--- config.mk ---
export PLATFORM = sky130hd
export DESIGN_NAME = cmd_exec
export DESIGN_NICKNAME = d
export VERILOG_FILES = /design/src/rtl/cmd_exec.sv
export SDC_FILE = /design/constraint.sdc
export NUM_CORES = 1
export LEC_CHECK = 0
export CAP_MARGIN = 15
export CORE_ASPECT_RATIO = 0.9
export CORE_MARGIN = 2
export CORE_UTILIZATION = 46
export CTS_CLUSTER_DIAMETER = 80
export DETAILED_ROUTE_END_ITERATION = 8
export PLACE_DENSITY_LB_ADDON = 0.15
export SETUP_SLACK_MARGIN = 0.2
export SLEW_MARGIN = 20
export SYNTH_ARGS = -nofsm -noshare
export SYNTH_HDL_FRONTEND = slang
export SYNTH_SLANG_ARGS = --single-unit
--- constraint.sdc ---
create_clock -name clk -period 2.8 [get_ports clk]
set_input_delay 0.28 -clock clk [delete_from_list [all_inputs] [get_ports clk]]
set_output_delay 0.28 -clock clk [all_outputs]
set_load 0.005 [all_outputs]
--- src/rtl/cmd_exec.sv ---
// cmd_exec: command responder for the robot tour path.
// Accepts 16-bit commands through the cmd_rdy / clr_cmd_rdy / send_resp
// handshake, settles the heading, ramps forward speed up, counts line
// crossings, ramps back down and reports completion.
// Optional feature: define CMD_EXEC_FANFARE_EN so that opcode 4'b0011 pulses
// fanfare_go together with send_resp. Without it, fanfare_go is tied 0.
module cmd_exec #(
  parameter logic [9:0]  FRWRD_INC = 10'd32,
  parameter logic [9:0]  FRWRD_MAX = 10'h2A0,
  parameter logic [11:0] HDNG_TOL  = 12'h02C
) (
  input  logic        clk,
  input  logic        rst_n,
  input  logic [15:0] cmd,
  input  logic        cmd_rdy,
  input  logic [11:0] error,
  input  logic        heading_rdy,
  input  logic        cntrIR,
  input  logic        cal_done,
  output logic        clr_cmd_rdy,
  output logic        send_resp,
  output logic [11:0] dsrd_hdng,
  output logic [9:0]  frwrd,
  output logic        moving,
  output logic        strt_cal,
  output logic        fanfare_go
);

  typedef enum logic [2:0] {IDLE, CAL, HDNG, RAMP_UP, RAMP_DN, DONE} state_t;

  // Ramp-down step is four ramp-up steps; kept 12 bits wide so it never wraps.
  localparam logic [11:0] DEC_STEP = {FRWRD_INC, 2'b00};

  state_t      r_state;
  logic [3:0]  r_squares;
  logic [4:0]  r_line_cnt;
  logic        r_cntr_ir_q;
  logic [9:0]  r_frwrd;
  logic [11:0] r_dsrd_hdng;
  logic        r_moving;
  logic        r_send_resp;

  logic        w_accept;
  logic [11:0] w_err_abs;
  logic        w_settled;
  logic        w_line_edge;
  logic [10:0] w_frwrd_sum;
  logic [9:0]  w_frwrd_up;
  logic [9:0]  w_frwrd_dn;
  logic [4:0]  w_line_tgt;

  // Handshake acceptance is combinational so the initiator sees it in the same cycle.
  assign w_accept    = (r_state == IDLE) & cmd_rdy & rst_n;
  assign clr_cmd_rdy = w_accept;
  assign strt_cal    = w_accept & (cmd[15:12] == 4'b0000);

  assign w_line_edge = cntrIR & ~r_cntr_ir_q;
  assign w_line_tgt  = {r_squares, 1'b0};
  assign w_settled   = (w_err_abs < HDNG_TOL);

  assign w_frwrd_sum = {1'b0, r_frwrd} + {1'b0, FRWRD_INC};
  assign w_frwrd_up  = (w_frwrd_sum > {1'b0, FRWRD_MAX}) ? FRWRD_MAX : w_frwrd_sum[9:0];
  assign w_frwrd_dn  = ({2'b00, r_frwrd} < DEC_STEP) ? 10'd0 : (r_frwrd - DEC_STEP[9:0]);

  // Magnitude of the signed heading error; the most negative code saturates.
  always_comb begin
    // NOTE: default assignment first so no path leaves the output unassigned (no latch).
    w_err_abs = error;
    if (error == 12'h800)
      w_err_abs = 12'h7FF;
    else if (error[11])
      w_err_abs = ~error + 12'd1;
  end

  assign frwrd     = r_frwrd;
  assign dsrd_hdng = r_dsrd_hdng;
  assign moving    = r_moving;
  assign send_resp = r_send_resp;

`ifdef CMD_EXEC_FANFARE_EN
  logic r_fanfare_cmd;
  logic r_fanfare_go;
  assign fanfare_go = r_fanfare_go;

  // Remember whether the accepted move asked for fanfare; pulse it with send_resp.
  always_ff @(posedge clk or negedge rst_n) begin
    if (!rst_n) begin
      r_fanfare_cmd <= 1'b0;
      r_fanfare_go  <= 1'b0;
    end else begin
      r_fanfare_go <= 1'b0;
      if (w_accept)
        r_fanfare_cmd <= (cmd[15:12] == 4'b0011);
      if ((r_state == RAMP_DN) && (r_frwrd == 10'd0))
        r_fanfare_go <= r_fanfare_cmd;
    end
  end
`else
  assign fanfare_go = 1'b0;
`endif

  // Main command FSM with registered outputs, line counter and speed ramp.
  always_ff @(posedge clk or negedge rst_n) begin
    if (!rst_n) begin
      // NOTE: every flop here is control state and is reset; there is no memory array to leave unreset.
      r_state     <= IDLE;
      r_squares   <= 4'd0;
      r_line_cnt  <= 5'd0;
      r_cntr_ir_q <= 1'b0;
      r_frwrd     <= 10'd0;
      r_dsrd_hdng <= 12'h000;
      r_moving    <= 1'b0;
      r_send_resp <= 1'b0;
    end else begin
      // NOTE: non-blocking assignments so every flop samples pre-edge values.
      r_cntr_ir_q <= cntrIR;
      r_send_resp <= 1'b0;
      case (r_state)
        IDLE: begin
          if (cmd_rdy) begin
            r_squares  <= cmd[3:0];
            r_line_cnt <= 5'd0;
            case (cmd[15:12])
              4'b0000: r_state <= CAL;
              4'b0010, 4'b0011: begin
                r_state     <= HDNG;
                r_moving    <= 1'b1;
                r_frwrd     <= 10'd0;
                r_dsrd_hdng <= (cmd[11:4] == 8'h00) ? 12'h000 : {cmd[11:4], 4'hF};
              end
              default: begin
                r_state     <= DONE;
                r_send_resp <= 1'b1;
              end
            endcase
          end
        end
        CAL: begin
          if (cal_done) begin
            r_state     <= DONE;
            r_send_resp <= 1'b1;
          end
        end
        HDNG: begin
          if (w_settled)
            r_state <= RAMP_UP;
        end
        RAMP_UP: begin
          if (heading_rdy)
            r_frwrd <= w_frwrd_up;
          if (w_line_edge)
            r_line_cnt <= r_line_cnt + 5'd1;
          if (r_line_cnt == w_line_tgt)
            r_state <= RAMP_DN;
        end
        RAMP_DN: begin
          if (r_frwrd == 10'd0) begin
            r_state     <= DONE;
            r_moving    <= 1'b0;
            r_send_resp <= 1'b1;
          end else if (heading_rdy) begin
            r_frwrd <= w_frwrd_dn;
          end
        end
        DONE:    r_state <= IDLE;
        default: r_state <= IDLE;
      endcase
    end
  end

endmodule

==> results.ini, run 1 <==
[yosys]
yosysWarnings = 0
synth-seq-cells = 29
syn_avg_cell_area_sq_um = 9.78
async_flop_share_pct = 100
syn_area_sq_mm = 0.00190
synth_sequential_area_ratio_pct = 38.2
ys.flop_type = dfrtp_1
synth_cells = 194
synthDistinctLibCells = 55
synth_edf_count = 0

[min_path]
hold_path.class = in2async

[floorplan]
num_rows = 22
core_sq_mm = 0.00402
die_height_microns = 64.9
start_util_pct = 47.2
dieArea_sq_mm = 0.00466
die_w_microns = 71.7
ios = 61

[finish]
fill_cells = 337
finalNetCount = 285
area_growth_pct = 32.4
final_cells = 295
drive_gt1_share_pct = 8.91
final_area_sq_mm = 0.00251
diodes = 0

[sta]
max_slew_margin_pct = 67.1
holdWs_ps = 282
fmax_mhz = 428
fin_crit_ps = 2330
final.setup.tns_ps = 0
fin_crit_sh_pct = 83.4
slew_viol_final = 0
setup_viol = 0
fin_ws_ps = 466
finClkSkew_ps = 3.49
tightest_slew_ps = 489
rsz0062_at_grt = no
hold_viol = 0

[cts]
h-tree-depth = 2
clock_latency_ps = 280
cts_setup_buffers = 0
cts_max_path_buffers = 2
clock-sinks = 29
root_buffer = clkbuf_8
cts_tree = built
cts-buffers-inserted = 5
ctsHoldBuffers = 0
post_cts_resized = 0
clkSlewWorstSetupHoldPaths_ps = 60

[placement]
pre_cts_slack_ps = 694
gp_congestion = 0.850
io_buffers = 54
placed_cells = 287
dpl_cell_area_sq_mm = 0.00243
hpwl_microns = 3100

[status]
status = completed

[power]
power_density_mw_per_mm2 = 645
ir_drop_mv = 0.302
leakage_nw = 1.05

[global_routing]
grt_use_total_pct = 19.5
antenna_found_initial = 0
grt_pass1_wl_microns = 7040
grt_max_degree = 25
grt_overflow = 0
grt_pass1_vias = 1538

[setup_path]
criticalPathCategory = reg2out
cp-start-kind = register
cp_max_fo = 13
required_ps = 2520
arrival_ps = 2050
r2r-start = frwrd[5]
timing.critical_path.from = r_state[0]
cp-end-kind = primary output

[detailed_routing]
via_count = 1627
drt_iter0_drc = 55
drt-total-wl_microns = 4130
remaining_drc_errors = 0
ant_nets = 0
via_per_inst = 5.52
first_pass_iters = 4
wl_per_cell_microns = 14.0

[flow_run]
maxCapViolations = 0

per-stage QoR:
| step | power (W) | util (%) |
|---|---|---|
| finish | 0.00162 | 62.5 |
| global route | 0.00174 | 62.5 |
| CTS | 0.00164 | 62.5 |
| detailed placement | 0.00130 | 60.5 |
| global placement | 0.00130 | 60.5 |
| floorplan | 0.00102 | - |
sequential cells by signal, indices dropped and copies added, names as in the netlist:
register     flops
moving           1
r_state          3
send_resp        1
dsrd_hdng        9
r_squares        4
r_line_cnt       5
r_cntr_ir_q      1
frwrd            5
layout by cell type, fill, tap and decap left out, drive strengths merged, types with 6 or more instances in the layout:
cell / n
nor2: 13
mux2: 14
inv: 8
a21oi: 8
o21ai: 9
nor3: 6
clkbuf: 6
dfrtp: 29
conb: 6
clkdlybuf4s50: 54
xnor2: 6
nand2: 11
kinds of logic after synthesis:
group	count (synthesis)	synth area share, %
buffers and inverters	25	7.38
AO/OA/AOI/OAI	45	16.9
multiplexers	15	8.83
flip-flops	29	38.2
adder cells (fa/ha/maj)	6	3.82
XOR/XNOR	10	4.61
AND/OR/NAND/NOR	63	20.0
other	1	0.198
power by group:
| part | internal (W) | leakage (nW) | switching (W) |
|---|---|---|---|
| clock | 0.000172 | 0.0450 | 0.000157 |
| sequential | 0.000542 | 0.376 | 0.000130 |
| combinational | 0.000386 | 0.631 | 0.000233 |
| total | 0.00110 | 1.05 | 0.000520 |
worst max-delay path, cell delays in order (launching register included):
cell and delay, ps:
dfrtp_1 550, nor2_2 250, nand2_1 100, nor2_1 180
and3_1 190, clkdlybuf4s50_1 500
metal layers:
| metal | track usage [%] | wire length [microns] | share of wire [%] |
|---|---|---|---|
| met1 | 25.1 | 1870 | 45 |
| met4 | 6.84 | 45 | 1.1 |
| met2 | 31.7 | 2000 | 49 |
| met3 | 5.13 | 207 | 5.0 |
| met5 | 0 | 0 | 0 |
path summary, 6_finish.rpt:
check	end	slack, ps	cells past startpoint
max reg2reg	frwrd[7]	670	6
max in group asynchronous	dsrd_hdng[5]	1880	2
min reg2reg	dsrd_hdng[5]	490	1
min	r_cntr_ir_q	280	1
max	strt_cal	470	5
min in group clk	r_cntr_ir_q	490	1
synthesized netlist by cell type, drive strengths merged, types with 4 or more instances:
cell type / count / area share [%]
nand2: 11 / 2.3
buf: 15 / 5.4
dfrtp: 29 / 38
nor3: 6 / 2.2
o21ai: 9 / 2.4
mux2: 14 / 8.3
nand4: 5 / 1.6
xor2: 4 / 1.8
nor4: 4 / 1.3
a21oi: 8 / 2.1
inv: 8 / 1.6
a31oi: 5 / 1.6
nand3b: 4 / 1.6
xnor2: 6 / 2.8
nor2: 13 / 2.7
ha: 5 / 3.3
final cells by class:
class                           instances  area (sq um)  share of cell area (%)
Clock buffer                            6          72.6                    2.89
Clock inverter                          2          10.0                   0.398
Inverter                                8          30.0                    1.20
Multi-Input combinational cell        145          1050                    41.8
Sequential cell                        29           726                    28.9
Tap cell                               48          60.1                    2.39
Timing Repair Buffer                   57           563                    22.4
(Power assumes the default switching activity.)
==> run 2: changes to the inputs <==
==> constraint.sdc (replaced) <==
create_clock -name clk -period 2.15 [get_ports clk]
set_input_delay 0.215 -clock clk [delete_from_list [all_inputs] [get_ports clk]]
set_output_delay 0.215 -clock clk [all_outputs]
set_load 0.005 [all_outputs]
==> run 2 against run 1 <==
- worst setup slack worse by 200 ps
- clock skew up 1.1 ps
- die area is the same
- core utilization rose by 4.2 points
- clock power up 76%
- largest power group is now combinational cells
==> results.ini, run 2 (synthesis gave the netlist of run 1 again) <==
[status]
status = completed

[sta]
fin_crit_sh_pct = 87.6
finClkSkew_ps = 4.59  ; +1.10 ps
rsz0062_at_grt = yes
slew_viol_final = 0  ; unchanged
fmax_mhz = 531
fin_crit_ps = 1880
hold_viol = 0  ; unchanged
setup_viol = 0  ; unchanged
final.setup.tns_ps = 0  ; unchanged

[cts]
ctsHoldBuffers = 0  ; unchanged
cts-buffers-inserted = 5  ; unchanged
cts_tree = built
clock-sinks = 29  ; unchanged
clkSlewWorstSetupHoldPaths_ps = 60  ; about the same
root_buffer = clkbuf_8
clock_latency_ps = 280  ; about the same
cts_max_path_buffers = 2  ; unchanged
h-tree-depth = 2  ; unchanged

[placement]
hpwl_microns = 3300  ; +6.5%
dpl_cell_area_sq_mm = 0.00249  ; +2.4%
placed_cells = 293  ; +2.1%
io_buffers = 54  ; unchanged
gp_congestion = 0.842  ; -0.93%

[setup_path]
reg2regPathDepth = 6  ; unchanged
cpMostUsedCell = o311ai_1
criticalPathCategory = reg2reg
path_delay_family = simple AND/OR/NAND/NOR gates
r2r_slack_ps = 270  ; -400 ps
slowest_stage = or4b_4
arrival_ps = 2030  ; -20 ps
r2r-end = frwrd[7]
cp-end-kind = register
r2r-start = frwrd[6]
required_ps = 2300  ; -220 ps
path_buf_inv = 0  ; -1
cp_max_fo = 3  ; -10
max_stage_delay_ps = 490  ; -60 ps
cp-start-kind = register
path_cells = ha_4, or4b_4, o22ai_4, nor4b_2, o311ai_1, o311ai_1

[finish]
final_area_sq_mm = 0.00268  ; +6.7%
final_cells = 304  ; +3.1%
diodes = 0  ; unchanged
finalNetCount = 294  ; +3.2%
area_growth_pct = 41.2
largest_reg_flops = 9  ; unchanged
final_common_cell = clkdlybuf4s50_1
final_cell_mix = clkdlybuf4s50_1, dfrtp_1, buf_4
drive_gt1_share_pct = 16.0  ; +7.1 points

[global_routing]
use_met3_pct = 5.44  ; +0.31 points
grt_pass1_wl_microns = 7500  ; +6.5%
grtUsageMet2_pct = 33.4  ; +1.7 points
grt_overflow = 0  ; unchanged
grt_use_total_pct = 20.8  ; +1.3 points
use_met1_pct = 26.6  ; +1.5 points
grt.busiest_layer = met2
grt_max_degree = 18  ; -28%
antenna_found_initial = 0  ; unchanged
grt_pass1_vias = 1636  ; +6.4%

[power]
switching_share_pct = 30.3  ; -1.9 points
ir_drop_mv = 0.465  ; +54%
p_clk_share_pct = 24.8  ; +4.5 points
power_w = 0.00234  ; +45%
power_density_mw_per_mm2 = 874  ; +36%
seqPwrFrac_pct = 36.1  ; -5.4 points
combPwrFrac_pct = 39.2  ; +1.0 points
internal_power_w = 0.00163  ; +49%
power.switching_w = 0.000709  ; +36%
leakage_nw = 1.14  ; +8.7%

[detailed_routing]
wl_per_cell_microns = 14.0  ; +0.12%
drt-total-wl_microns = 4260  ; +3.2%
ant_nets = 0  ; unchanged
via_count = 1674  ; +2.9%
via_per_inst = 5.51  ; -0.16%
remaining_drc_errors = 0  ; unchanged
first_pass_iters = 4  ; unchanged
drt_iter0_drc = 53  ; -3.6%

[floorplan]
start_util_pct = 47.2  ; unchanged
die_w_microns = 71.7  ; unchanged
dieArea_sq_mm = 0.00466  ; unchanged
core_sq_mm = 0.00402  ; unchanged
ios = 61  ; unchanged
num_rows = 22  ; unchanged
die_height_microns = 64.9  ; unchanged

[flow_run]
maxCapViolations = 0  ; unchanged

[min_path]
hold_path.class = in2async

[run 2: repair_timing]
action                                  4_1_cts  5_1_grt
endpoints found under the setup margin        3        5
resized for setup                             2       11
pin swaps                                     1        8
hold endpoints to repair                      0        0
buffers inserted                              2        1
gates cloned                                  0        0
[run 2: through the flow]
stage	setup slack [ps]	hold WS [ps]	util [%]
finish	266	131	66.7
global route	150	122	66.7
CTS	206	119	65.4
detailed placement	146	429	61.9
global placement	158	427	61.9
floorplan	224	-80.6	-
[run 2: worst reg2reg max path: cells and delay by family (launching register included)]
| family | cells | cell delay (ps) |
|---|---|---|
| flip-flops | 1 | 400 |
| AO/OA/AOI/OAI | 3 | 540 |
| adder cells (fa/ha/maj) | 1 | 250 |
| AND/OR/NAND/NOR | 2 | 550 |
[run 2: layer usage]
metal  vias up  part of all wire (%)  wire (microns)
met5         -                     0               0
met4         0                   1.5              66
met3         7                   4.0             172
met2        39                    49            2070
met1       801                    46            1950
li1        827                     -               -
[run 2: worst max-delay path by stage]
stage	depth (start not counted)	end	slack, ps	from
4_1_cts	6	frwrd[7]	210	frwrd[5]
3_5_place_dp	6	frwrd[7]	150	frwrd[5]
5_1_grt	6	frwrd[7]	150	frwrd[6]
6_report	6	frwrd[7]	270	frwrd[6]
2_1_floorplan	6	frwrd[7]	220	frwrd[5]
3_3_place_gp	6	frwrd[7]	160	frwrd[5]
[run 2: area by class of cell]
type | count | area, sq um
Tap cell | 48 | 60.1
Timing Repair Buffer | 66 | 636
Clock inverter | 1 | 30.0
Clock buffer | 7 | 86.3
Fill cell | 336 | 1340
Inverter | 8 | 30.0
Sequential cell | 29 | 728
Multi-Input combinational cell | 145 | 1110
[run 2: power groups by stage]
stage / logic (W) / clock network (W) / registers (W)
3_5_place_dp: 0.000880 / 0 / 0.000855
6_report: 0.000917 / 0.000580 / 0.000845
4_1_cts: 0.000917 / 0.000598 / 0.000846
2_1_floorplan: 0.000504 / 0 / 0.000823
5_1_grt: 0.00102 / 0.000630 / 0.000873
3_3_place_gp: 0.000872 / 0 / 0.000847
==> run 3: changes to the inputs <==
--- a/config.mk
+++ b/config.mk
@@ -7,7 +7,6 @@
 export LEC_CHECK = 0
 export CAP_MARGIN = 15
 export CORE_ASPECT_RATIO = 0.9
-export CORE_MARGIN = 2
 export CORE_UTILIZATION = 46
 export CTS_CLUSTER_DIAMETER = 80
 export DETAILED_ROUTE_END_ITERATION = 8
==> run 3 against run 2 <==
- worst hold slack improved by 13 ps
- worst setup slack lost 96 ps
- clock power shrank 13%
- die area is 5.8% lower
- non-clock buffer count rose by 3
- highest routed layer unchanged
==> results.ini, run 3 (synthesis gave the netlist of run 1 again) <==
[floorplan]
die_height_microns = 62.9  ; -3.1%
die_w_microns = 69.7  ; -2.8%
ios = 61  ; unchanged
num_rows = 21  ; -4.5%
start_util_pct = 49.5  ; +2.2 points
dieArea_sq_mm = 0.00439  ; -5.8%
core_sq_mm = 0.00384  ; -4.5%

[power]
internal_power_w = 0.00156  ; -4.7%
ir_drop_mv = 0.535  ; +15%
combPwrFrac_pct = 40.7  ; +1.5 points
power_density_mw_per_mm2 = 858  ; -1.9%
switching_share_pct = 31.4  ; +1.1 points
p_clk_share_pct = 22.2  ; -2.6 points
power_w = 0.00227  ; -3.1%
leakage_nw = 1.13  ; -0.91%
seqPwrFrac_pct = 37.1  ; +1.0 points
power.switching_w = 0.000712  ; +0.54%

[global_routing]
antenna_found_initial = 0  ; unchanged
grt_pass1_vias = 1528  ; -6.6%
grt_pass1_wl_microns = 7200  ; -4.0%
grt_overflow = 0  ; unchanged
grt_use_total_pct = 20.5  ; -0.28 points
grt_max_degree = 27  ; +9

[finish]
largest_reg_flops = 9  ; unchanged
drive_gt1_share_pct = 15.4  ; -0.57 points
area_growth_pct = 39.4
final_common_cell = clkdlybuf4s50_1
fill_cells = 315  ; -6.3%
diodes = 0  ; unchanged
finalNetCount = 297  ; +1.0%
final_cell_mix = clkdlybuf4s50_1, dfrtp_1, buf_4

[status]
status = completed

[sta]
rsz0062_at_grt = yes
slew_viol_final = 0  ; unchanged
hold_viol = 0  ; unchanged
fin_crit_ps = 1980  ; +95.9 ps
setup_viol = 0  ; unchanged
fmax_mhz = 505  ; -4.8%
final.setup.tns_ps = 0  ; unchanged
finClkSkew_ps = 1.38  ; -3.21 ps
fin_crit_sh_pct = 92.1  ; +4.5 points

[detailed_routing]
first_pass_iters = 4  ; unchanged
ant_nets = 0  ; unchanged
wl_per_cell_microns = 13.6  ; -3.1%
drt-total-wl_microns = 4140  ; -2.7%
drt_iter0_drc = 116  ; +120%
via_count = 1656  ; -1.1%
remaining_drc_errors = 0  ; unchanged
via_per_inst = 5.43  ; -1.4%

[flow_run]
maxCapViolations = 0  ; unchanged

[setup_path]
cp-end-kind = register
max_stage_delay_ps = 520  ; +30 ps
criticalPathCategory = reg2reg
r2r_slack_ps = 170  ; -100 ps
cp-start-kind = register
required_ps = 2290  ; about the same
path_buf_inv = 0  ; unchanged
cp_max_fo = 3  ; unchanged
path_delay_family = simple AND/OR/NAND/NOR gates
path_cells = ha_4, or4b_1, o22ai_1, nor4b_1, o311ai_1, o311ai_1
cpMostUsedCell = o311ai_1
arrival_ps = 2120  ; +90 ps
slowest_stage = or4b_1

[cts]
cts_tree = built
cts_max_path_buffers = 2  ; unchanged
root_buffer = clkbuf_8
cts-buffers-inserted = 5  ; unchanged
clock-sinks = 29  ; unchanged
ctsHoldBuffers = 0  ; unchanged
h-tree-depth = 2  ; unchanged
clock_latency_ps = 280  ; about the same
clkSlewWorstSetupHoldPaths_ps = 60  ; about the same

[placement]
io_buffers = 54  ; unchanged
hpwl_microns = 3090  ; -6.5%
gp_congestion = 0.849  ; +0.88%

[min_path]
hold_path.class = in2async

[run 3: path summary, 6_finish.rpt]
path                               from            to  cells past startpoint
max in group asynchronous         rst_n      frwrd[5]                      2
setup / recovery               frwrd[5]      frwrd[7]                      6
hold / removal                    rst_n        moving                      1
setup reg to reg               frwrd[5]      frwrd[7]                      6
hold reg to reg            dsrd_hdng[6]  dsrd_hdng[6]                      1
min in group clk                 cntrIR   r_cntr_ir_q                      1
[run 3: final cells by class]
type / instances / area, sq um / area share, %
repair buffers: 69 / 656 / 24.8
well taps: 46 / 57.6 / 2.17
flip-flops and latches: 29 / 728 / 27.5
multi-input cells: 145 / 1070 / 40.6
clock buffers: 7 / 96.3 / 3.64
clock inverters: 1 / 5.00 / 0.189
inverters: 8 / 30.0 / 1.13
[run 3: power groups by stage]
stage | clock (W) | sequential [W] | combinational, W
final | 0.000503 | 0.000842 | 0.000924
after global routing | 0.000533 | 0.000874 | 0.00101
after CTS | 0.000512 | 0.000842 | 0.000921
after detailed placement | 0 | 0.000846 | 0.000882
after global placement | 0 | 0.000842 | 0.000871
after floorplan | 0 | 0.000823 | 0.000504
[run 3: stage by stage]
stage	util (%)	setup WS (ps)	instances	hold slack (ps)	cell area [sq um]
6_report	69.0	170	305	145	2650
4_1_cts	68.6	215	304	147	2630
2_1_floorplan	-	224	199	-80.6	1930
3_5_place_dp	65.4	197	294	449	2510
5_1_grt	69.0	150	305	168	2650
3_3_place_gp	65.4	233	294	450	2510
[run 3: repair_timing]
action                     in CTS  in global routing
setup endpoints to repair       3                  5
gates resized for setup         2                  3
pin swaps                       4                  1
buffers inserted                2                  1
[run 3: routing by layer]
layer	GRT usage [%]	vias to the layer above	wire, microns
met5	0	-	0
met2	31.3	63	1790
met4	6.25	0	40
met3	4.68	4	261
met1	29.0	749	2050
li1	-	840	-
